===== src/rtl/apb4_gpio_flt_pkg.sv =====
// Shared definitions for the filtered APB4 GPIO block: word offsets within the
// register window and the encoding of the per-pin interrupt mode.
package gpio_flt_pkg;

    localparam logic [3:0] GPIO_PADDIR   = 4'h0;
    localparam logic [3:0] GPIO_PADIN    = 4'h1;
    localparam logic [3:0] GPIO_PADOUT   = 4'h2;
    localparam logic [3:0] GPIO_PADSET   = 4'h3;
    localparam logic [3:0] GPIO_PADCLR   = 4'h4;
    localparam logic [3:0] GPIO_PADTOG   = 4'h5;
    localparam logic [3:0] GPIO_INTEN    = 4'h6;
    localparam logic [3:0] GPIO_INTMODE0 = 4'h7;
    localparam logic [3:0] GPIO_INTMODE1 = 4'h8;
    localparam logic [3:0] GPIO_INTANY   = 4'h9;
    localparam logic [3:0] GPIO_INTPEND  = 4'hA;
    localparam logic [3:0] GPIO_IOFCFG   = 4'hB;
    localparam logic [3:0] GPIO_FLTEN    = 4'hC;
    localparam logic [3:0] GPIO_FLTDIV   = 4'hD;

    // Encoding is {INTMODE1[i], INTMODE0[i]}.
    typedef enum logic [1:0] {
        LVL_HI = 2'b00,
        LVL_LO = 2'b01,
        RISE   = 2'b10,
        FALL   = 2'b11
    } intmode_e;

endpackage


===== src/rtl/apb4_gpio_flt_if.sv =====
// APB4 completer-side signal bundle for the GPIO block.
interface apb4_gpio_flt_if;

    logic        psel;
    logic        penable;
    logic        pwrite;
    logic [31:0] paddr;
    logic [31:0] pwdata;
    logic [31:0] prdata;
    logic        pready;
    logic        pslverr;

    modport master (
        output psel, penable, pwrite, paddr, pwdata,
        input  prdata, pready, pslverr
    );

    modport slave (
        input  psel, penable, pwrite, paddr, pwdata,
        output prdata, pready, pslverr
    );

endinterface


===== src/rtl/apb4_gpio_flt_pin.sv =====
// One GPIO input lane: synchroniser, debounce counter and the stable/prev pair
// that turns the filtered level into single-cycle edge strobes.
module gpio_flt_pin #(
    parameter int SYNC_STAGES = 2,
    parameter int FLT_WIDTH   = 8
) (
    input  logic                 clk,
    input  logic                 rst,
    input  logic                 pad,
    input  logic                 flt_en,
    input  logic [FLT_WIDTH-1:0] flt_div,
    output logic                 stable,
    output logic                 rise,
    output logic                 fall
);

    logic [SYNC_STAGES-1:0] sync;
    logic                   raw;
    logic                   prev;
    logic [FLT_WIDTH-1:0]   cnt;

    assign raw  = sync[SYNC_STAGES-1];
    assign rise = stable & ~prev;
    assign fall = ~stable & prev;

    // >= rather than == so a threshold lowered mid-count still accepts.
    always_ff @(posedge clk or posedge rst) begin
        if (rst) begin
            sync   <= '0;
            stable <= 1'b0;
            prev   <= 1'b0;
            cnt    <= '0;
        end else begin
            sync <= {sync[SYNC_STAGES-2:0], pad};
            prev <= stable;
            if (!flt_en) begin
                stable <= raw;
            end else if (raw == stable) begin
                cnt <= '0;
            end else if (cnt >= flt_div) begin
                stable <= raw;
                cnt    <= '0;
            end else begin
                cnt <= cnt + FLT_WIDTH'(1);
            end
        end
    end

endmodule


===== src/rtl/apb4_gpio_flt.sv =====
// APB4 GPIO with per-pin debounce, atomic PADOUT set/clear/toggle and sticky
// W1C interrupt pending bits combined into one registered interrupt line.
module apb4_gpio_flt
    import gpio_flt_pkg::*;
#(
    parameter int GPIO_NUM    = 32,
    parameter int SYNC_STAGES = 2,
    parameter int FLT_WIDTH   = 8
) (
    input  logic                pclk,
    input  logic                prst,
    apb4_gpio_flt_if.slave      apb,
    input  logic [GPIO_NUM-1:0] gpio_in_i,
    output logic [GPIO_NUM-1:0] gpio_out_o,
    output logic [GPIO_NUM-1:0] gpio_dir_o,
    output logic [GPIO_NUM-1:0] gpio_iof_o,
    output logic                irq_o
);

    logic [3:0]           addr;
    logic                 wr, rd, bad;
    logic [GPIO_NUM-1:0]  wdata;
    logic [GPIO_NUM-1:0]  dir, pad_out, inten, mode0, mode1, any, pend, iof, flten;
    logic [FLT_WIDTH-1:0] fltdiv;
    logic [GPIO_NUM-1:0]  stable, rise, fall, evt, pend_clr, pend_nxt;
    logic [31:0]          rdata;
    logic                 unused_addr;

    assign addr        = apb.paddr[5:2];
    assign unused_addr = ^{apb.paddr[31:6], apb.paddr[1:0]};
    assign wr          = apb.psel & apb.penable & apb.pwrite;
    assign rd          = apb.psel & apb.penable & ~apb.pwrite;
    assign bad         = (addr[3:1] == 3'b111);
    assign wdata       = apb.pwdata[GPIO_NUM-1:0];

    assign apb.pready  = 1'b1;
    assign apb.pslverr = apb.psel & apb.penable & bad;
    assign apb.prdata  = rd ? rdata : '0;

    assign gpio_out_o = pad_out;
    assign gpio_dir_o = dir;
    assign gpio_iof_o = iof;

    for (genvar i = 0; i < GPIO_NUM; i++) begin : g_pin
        gpio_flt_pin #(
            .SYNC_STAGES(SYNC_STAGES),
            .FLT_WIDTH  (FLT_WIDTH)
        ) u_pin (
            .clk    (pclk),
            .rst    (prst),
            .pad    (gpio_in_i[i]),
            .flt_en (flten[i]),
            .flt_div(fltdiv),
            .stable (stable[i]),
            .rise   (rise[i]),
            .fall   (fall[i])
        );
    end

    always_comb begin
        evt = '0;
        for (int i = 0; i < GPIO_NUM; i++) begin
            if (any[i]) begin
                evt[i] = rise[i] | fall[i];
            end else begin
                case (intmode_e'({mode1[i], mode0[i]}))
                    LVL_HI:  evt[i] = stable[i];
                    LVL_LO:  evt[i] = ~stable[i];
                    RISE:    evt[i] = rise[i];
                    default: evt[i] = fall[i];
                endcase
            end
        end
    end

    // A new event in the same cycle as a W1C keeps the bit set.
    assign pend_clr = (wr && addr == GPIO_INTPEND) ? wdata : '0;
    assign pend_nxt = (pend & ~pend_clr) | (inten & evt);

    always_comb begin
        rdata = '0;
        case (addr)
            GPIO_PADDIR:   rdata = 32'(dir);
            GPIO_PADIN:    rdata = 32'(stable);
            GPIO_PADOUT:   rdata = 32'(pad_out);
            GPIO_INTEN:    rdata = 32'(inten);
            GPIO_INTMODE0: rdata = 32'(mode0);
            GPIO_INTMODE1: rdata = 32'(mode1);
            GPIO_INTANY:   rdata = 32'(any);
            GPIO_INTPEND:  rdata = 32'(pend);
            GPIO_IOFCFG:   rdata = 32'(iof);
            GPIO_FLTEN:    rdata = 32'(flten);
            GPIO_FLTDIV:   rdata = 32'(fltdiv);
            default:       rdata = '0;
        endcase
    end

    always_ff @(posedge pclk or posedge prst) begin
        if (prst) begin
            dir     <= '0;
            pad_out <= '0;
            inten   <= '0;
            mode0   <= '0;
            mode1   <= '0;
            any     <= '0;
            pend    <= '0;
            iof     <= '0;
            flten   <= '0;
            fltdiv  <= '0;
            irq_o   <= 1'b0;
        end else begin
            pend  <= pend_nxt;
            irq_o <= |(pend & inten);
            if (wr && !bad) begin
                case (addr)
                    GPIO_PADDIR:   dir     <= wdata;
                    GPIO_PADOUT:   pad_out <= wdata;
                    GPIO_PADSET:   pad_out <= pad_out | wdata;
                    GPIO_PADCLR:   pad_out <= pad_out & ~wdata;
                    GPIO_PADTOG:   pad_out <= pad_out ^ wdata;
                    GPIO_INTEN:    inten   <= wdata;
                    GPIO_INTMODE0: mode0   <= wdata;
                    GPIO_INTMODE1: mode1   <= wdata;
                    GPIO_INTANY:   any     <= wdata;
                    GPIO_IOFCFG:   iof     <= wdata;
                    GPIO_FLTEN:    flten   <= wdata;
                    GPIO_FLTDIV:   fltdiv  <= apb.pwdata[FLT_WIDTH-1:0];
                    default:       ;
                endcase
            end
        end
    end

endmodule

===== src/flat_wrapper.sv =====
// flat-port wrapper written by rule: the top's interface ports become plain ports
module apb4_gpio_flt_flat import gpio_flt_pkg::*;
#(
    parameter int GPIO_NUM    = 32,
    parameter int SYNC_STAGES = 2,
    parameter int FLT_WIDTH   = 8
)
  (pclk, prst, gpio_in_i, gpio_out_o, gpio_dir_o, gpio_iof_o, irq_o, apb_psel, apb_penable, apb_pwrite, apb_paddr, apb_pwdata, apb_prdata, apb_pready, apb_pslverr);
  apb4_gpio_flt_if apb_i ();
  input  logic pclk;
  input  logic prst;
  input  logic [GPIO_NUM-1:0] gpio_in_i;
  output logic [GPIO_NUM-1:0] gpio_out_o;
  output logic [GPIO_NUM-1:0] gpio_dir_o;
  output logic [GPIO_NUM-1:0] gpio_iof_o;
  output logic irq_o;
  input wire logic [$bits(apb_i.psel)-1:0] apb_psel;
  input wire logic [$bits(apb_i.penable)-1:0] apb_penable;
  input wire logic [$bits(apb_i.pwrite)-1:0] apb_pwrite;
  input wire logic [$bits(apb_i.paddr)-1:0] apb_paddr;
  input wire logic [$bits(apb_i.pwdata)-1:0] apb_pwdata;
  output wire logic [$bits(apb_i.prdata)-1:0] apb_prdata;
  output wire logic [$bits(apb_i.pready)-1:0] apb_pready;
  output wire logic [$bits(apb_i.pslverr)-1:0] apb_pslverr;
  assign apb_i.psel = apb_psel;
  assign apb_i.penable = apb_penable;
  assign apb_i.pwrite = apb_pwrite;
  assign apb_i.paddr = apb_paddr;
  assign apb_i.pwdata = apb_pwdata;
  assign apb_prdata = apb_i.prdata;
  assign apb_pready = apb_i.pready;
  assign apb_pslverr = apb_i.pslverr;
  apb4_gpio_flt #(.GPIO_NUM(GPIO_NUM), .SYNC_STAGES(SYNC_STAGES), .FLT_WIDTH(FLT_WIDTH)) u_core (.pclk(pclk), .prst(prst), .apb(apb_i), .gpio_in_i(gpio_in_i), .gpio_out_o(gpio_out_o), .gpio_dir_o(gpio_dir_o), .gpio_iof_o(gpio_iof_o), .irq_o(irq_o));
endmodule

===== config.mk =====
export PLATFORM = sky130hd
export DESIGN_NAME = apb4_gpio_flt_flat
export DESIGN_NICKNAME = d
export VERILOG_FILES = /design/src/rtl/apb4_gpio_flt_pkg.sv /design/src/rtl/apb4_gpio_flt_if.sv /design/src/rtl/apb4_gpio_flt_pin.sv /design/src/rtl/apb4_gpio_flt.sv /design/src/flat_wrapper.sv
export SDC_FILE = /design/constraint.sdc
export NUM_CORES = 2
export LEC_CHECK = 0
export BUFFER_PORTS_ARGS = -buffer_cell sky130_fd_sc_hd__buf_2
export CORE_ASPECT_RATIO = 0.7
export CORE_UTILIZATION = 45
export CTS_CLUSTER_DIAMETER = 200
export DETAILED_ROUTE_END_ITERATION = 8
export GPL_ROUTABILITY_DRIVEN = 0
export PLACE_DENSITY_LB_ADDON = 0.08
export SETUP_SLACK_MARGIN = 0.15
export SLEW_MARGIN = 5
export SYNTH_ARGS = -nofsm -noshare
export SYNTH_HDL_FRONTEND = slang
export SYNTH_SLANG_ARGS = --single-unit
export TNS_END_PERCENT = 1

===== constraint.sdc =====
create_clock -name pclk -period 24.2 [get_ports pclk]
set_input_delay 4.84 -clock pclk [delete_from_list [all_inputs] [get_ports pclk]]
set_output_delay 4.84 -clock pclk [all_outputs]
set_load 0.01 [all_outputs]

==> flow_summary.json <==
{
  "outcome": "complete, no violations",
  "drt_iter0_markers": 2861,
  "power_leakage_uw": 0.0197,
  "finalCritPeriodShare": 0.520,
  "setup_viol": 0,
  "io_buffers": 202,
  "async_flop_share": 1.00,
  "crit_buf_inv": 3,
  "finalHoldViolCount": 0,
  "clk_pin_slew_ns": 0.06,
  "drtAntennaViolNets": 0,
  "worstReg2RegStart": "u_core.fltdiv[3]$_DFFE_PP0P_",
  "utilization": 0.507,
  "hold_path_depth": 0,
  "cap_violations": 0,
  "nets": 4635,
  "max_slew.worst_pin.slew_ns": 1.07,
  "r2r-end": "u_core.g_pin[24].u_pin.cnt[5]$_DFFE_PP0P_",
  "synth_fp_nets": 4468,
  "drc": 0,
  "whs_endpoint": "u_core.g_pin[26].u_pin.sync[1]$_DFF_PP0_",
  "final_common_cell": "dfrtp_1",
  "rows": 90,
  "grt_max_degree": 175,
  "cts_root_buffer": "clkbuf_16",
  "layout.cells.most_common_list": "dfrtp_1, nand2_1, ha_1, o21ai_0, inv_1",
  "core_area_sq_um": 86100,
  "hp-class": "flip-flop to flip-flop",
  "cts_setup_buffers": 0,
  "required_ns": 19.36,
  "cpLargestDelayFamily": "buffers and inverters",
  "start_util": 0.455,
  "routed_wl_um": 122000,
  "slew_violations": 0,
  "vias": 31500,
  "fin_area_sq_um": 43700,
  "grt_pass1_wl_um": 186000,
  "nFillCells": 7945,
  "dieArea_sq_um": 88200,
  "power_density_nw_per_um2": 82.8,
  "htree_levels": 3,
  "gr-total-overflow": 0,
  "crit_path_max_fanout": 19,
  "cts_resized": 0,
  "rrSetupSlack_ns": 20.90,
  "fmax_ghz": 0.0795,
  "crit_path_frequent_cell": "buf_2",
  "multi_input_area_sq_um": 20300,
  "crit_chain": "buf_2 > nand2b_1 > nor2_4 > buf_4 > a22oi_1 > a41oi_1 > buf_2",
  "critPathKind": "primary input to output port",
  "grt_antenna_before_repair": 2,
  "rr_worst_depth": 8,
  "areaGrowthSynthToFinish_pct": 11.5,
  "ir_drop_mv": 0.0495,
  "ys_seq_elements": 681,
  "grt_usage": 0.275,
  "viasPerCell": 5.92,
  "hold_start": "u_core.g_pin[26].u_pin.sync[0]$_DFF_PP0_",
  "tns_ns": 0,
  "yosys.cell_types.count": 64,
  "dieHeight_um": 249,
  "clock_skew_ns": 0.0326,
  "cpPeakStageDelay_ns": 0.76,
  "syn_area_sq_um": 39200,
  "slew_headroom": 0.284,
  "cts_buffers": 75,
  "placed_area_sq_um": 41300,
  "yosysSeqAreaShare": 0.435,
  "io_pins": 232,
  "synth_cells": 3951,
  "cpMaxStageDelayCell": "nor2_4",
  "synth_enable_flop_cells": 0,
  "cts.path.max_buffers": 3,
  "clock_latency_ns": 0.64,
  "yosys_most_used_dff": "dfrtp_1",
  "first_pass_iters": 8,
  "grt_pass1_vias": 29300,
  "drive_gt1_frac": 0.116,
  "synth_warnings": 0,
  "die_w_um": 355,
  "cts_tree": "done",
  "synth.avg_cell_area_sq_um": 9.91,
  "crit_path_end_kind": "output port",
  "cts_hold_buf": 0,
  "fin_crit_ns": 12.58,
  "wl_per_cell_um": 23.0,
  "cp-start-kind": "primary input",
  "cts_sinks": 681,
  "rsz0062_at_grt": "false",
  "dp_hpwl_um": 77100,
  "cp_data_arrival_time_ns": 7.74,
  "register_area_sq_um": 17000
}
==> through the flow <==
stage | setup slack (ns) | hold WS [ns] | total power (uW) | std cells
after floorplan | 0.269 | 0.331 | 2160 | 3951
after global placement | 11.70 | 0.331 | 2470 | 5191
after detailed placement | 11.68 | 0.335 | 2490 | 5191
after CTS | 11.67 | 0.328 | 3640 | 5319
after global routing | 11.48 | 0.337 | 3840 | 5320
final | 11.62 | 0.323 | 3620 | 5320
==> kinds of logic (layout without fill, tap and decap cells) <==
logic type | Yosys count | count (layout) | share of synthesized area
compound gates | 1174 | 1174 | 0.213
simple gates | 1001 | 1001 | 0.120
fa+ha+maj | 416 | 416 | 0.133
flops | 681 | 681 | 0.435
other cells | 1 | 2 | 0.0000958
buf+inv | 479 | 697 | 0.0505
xor+xnor | 99 | 99 | 0.0221
mux | 100 | 100 | 0.0266
==> worst max path at each step <==
stage	start	to	cells after the start	slack, ns
after floorplan	prst	u_core.any[0]$_DFFE_PP0P_	1	0.27
after global placement	apb_paddr[4]	apb_prdata[10]	7	11.70
after detailed placement	apb_paddr[4]	apb_prdata[10]	7	11.68
after CTS	apb_paddr[4]	apb_prdata[10]	7	11.67
after global routing	apb_paddr[4]	apb_prdata[10]	7	11.48
final	apb_paddr[4]	apb_prdata[10]	7	11.62
==> per-layer routing <==
metal / GRT usage / vias to the layer above / wire [um]
li1: - / 14900 / -
met1: 0.426 / 15400 / 60000
met3: 0.0438 / 195 / 7860
met2: 0.394 / 970 / 51300
met4: 0.0738 / 2 / 3070
met5: 0 / - / 13
==> cell usage after synthesis (75+ instances only) <==
library cell / count / area, sq um
a22o_1: 86 / 753
a22oi_1: 84 / 631
a31oi_1: 98 / 613
clkbuf_1: 77 / 289
dfrtp_1: 681 / 17000
ha_1: 416 / 5200
inv_1: 299 / 1120
nand2_1: 533 / 2000
nand3_1: 172 / 861
nor2_1: 75 / 282
o21ai_0: 318 / 1590
o2bb2ai_1: 93 / 815
==> where the power goes <==
group          leakage [uW]  internal, uW  switching [uW]  total, uW
logic               0.00984           358             543        900
clock network       0.00116           642             488       1130
registers           0.00875          1330             256       1590
total                0.0197          2330            1290       3620
==> worst reg2reg max path: stages (launching register included) <==
cell and delay, ns:
dfrtp_1 0.41, inv_2 0.35, buf_4 0.59, ha_1 0.41, o211ai_1 0.10, a21oi_1 0.08
o41ai_2 0.79, nand2_1 0.27, o22ai_1 0.24
==> final cells by class <==
cell class,instances,area share
antenna,1,0.0000573
clock inverter,18,0.00272
inverter,321,0.0278
clock buffer,110,0.0514
tap,1150,0.0329
timing repair buffer,248,0.0313
sequential,681,0.390
multi-input combinational,2791,0.464
==> state kept, by name, indices dropped and copies added (netlist names) <==
signal / flops
u_core.g_pin.u_pin.cnt: 256
u_core.g_pin.u_pin.sync: 64
u_core.any: 32
u_core.flten: 32
u_core.g_pin.u_pin.prev: 32
u_core.g_pin.u_pin.stable: 32
u_core.gpio_dir_o: 32
u_core.gpio_iof_o: 32
u_core.gpio_out_o: 32
u_core.inten: 32
u_core.mode0: 32
u_core.mode1: 32
u_core.pend: 32
u_core.fltdiv: 8
u_core.irq_o: 1
No activity file was read; power rests on OpenSTA's default activity.
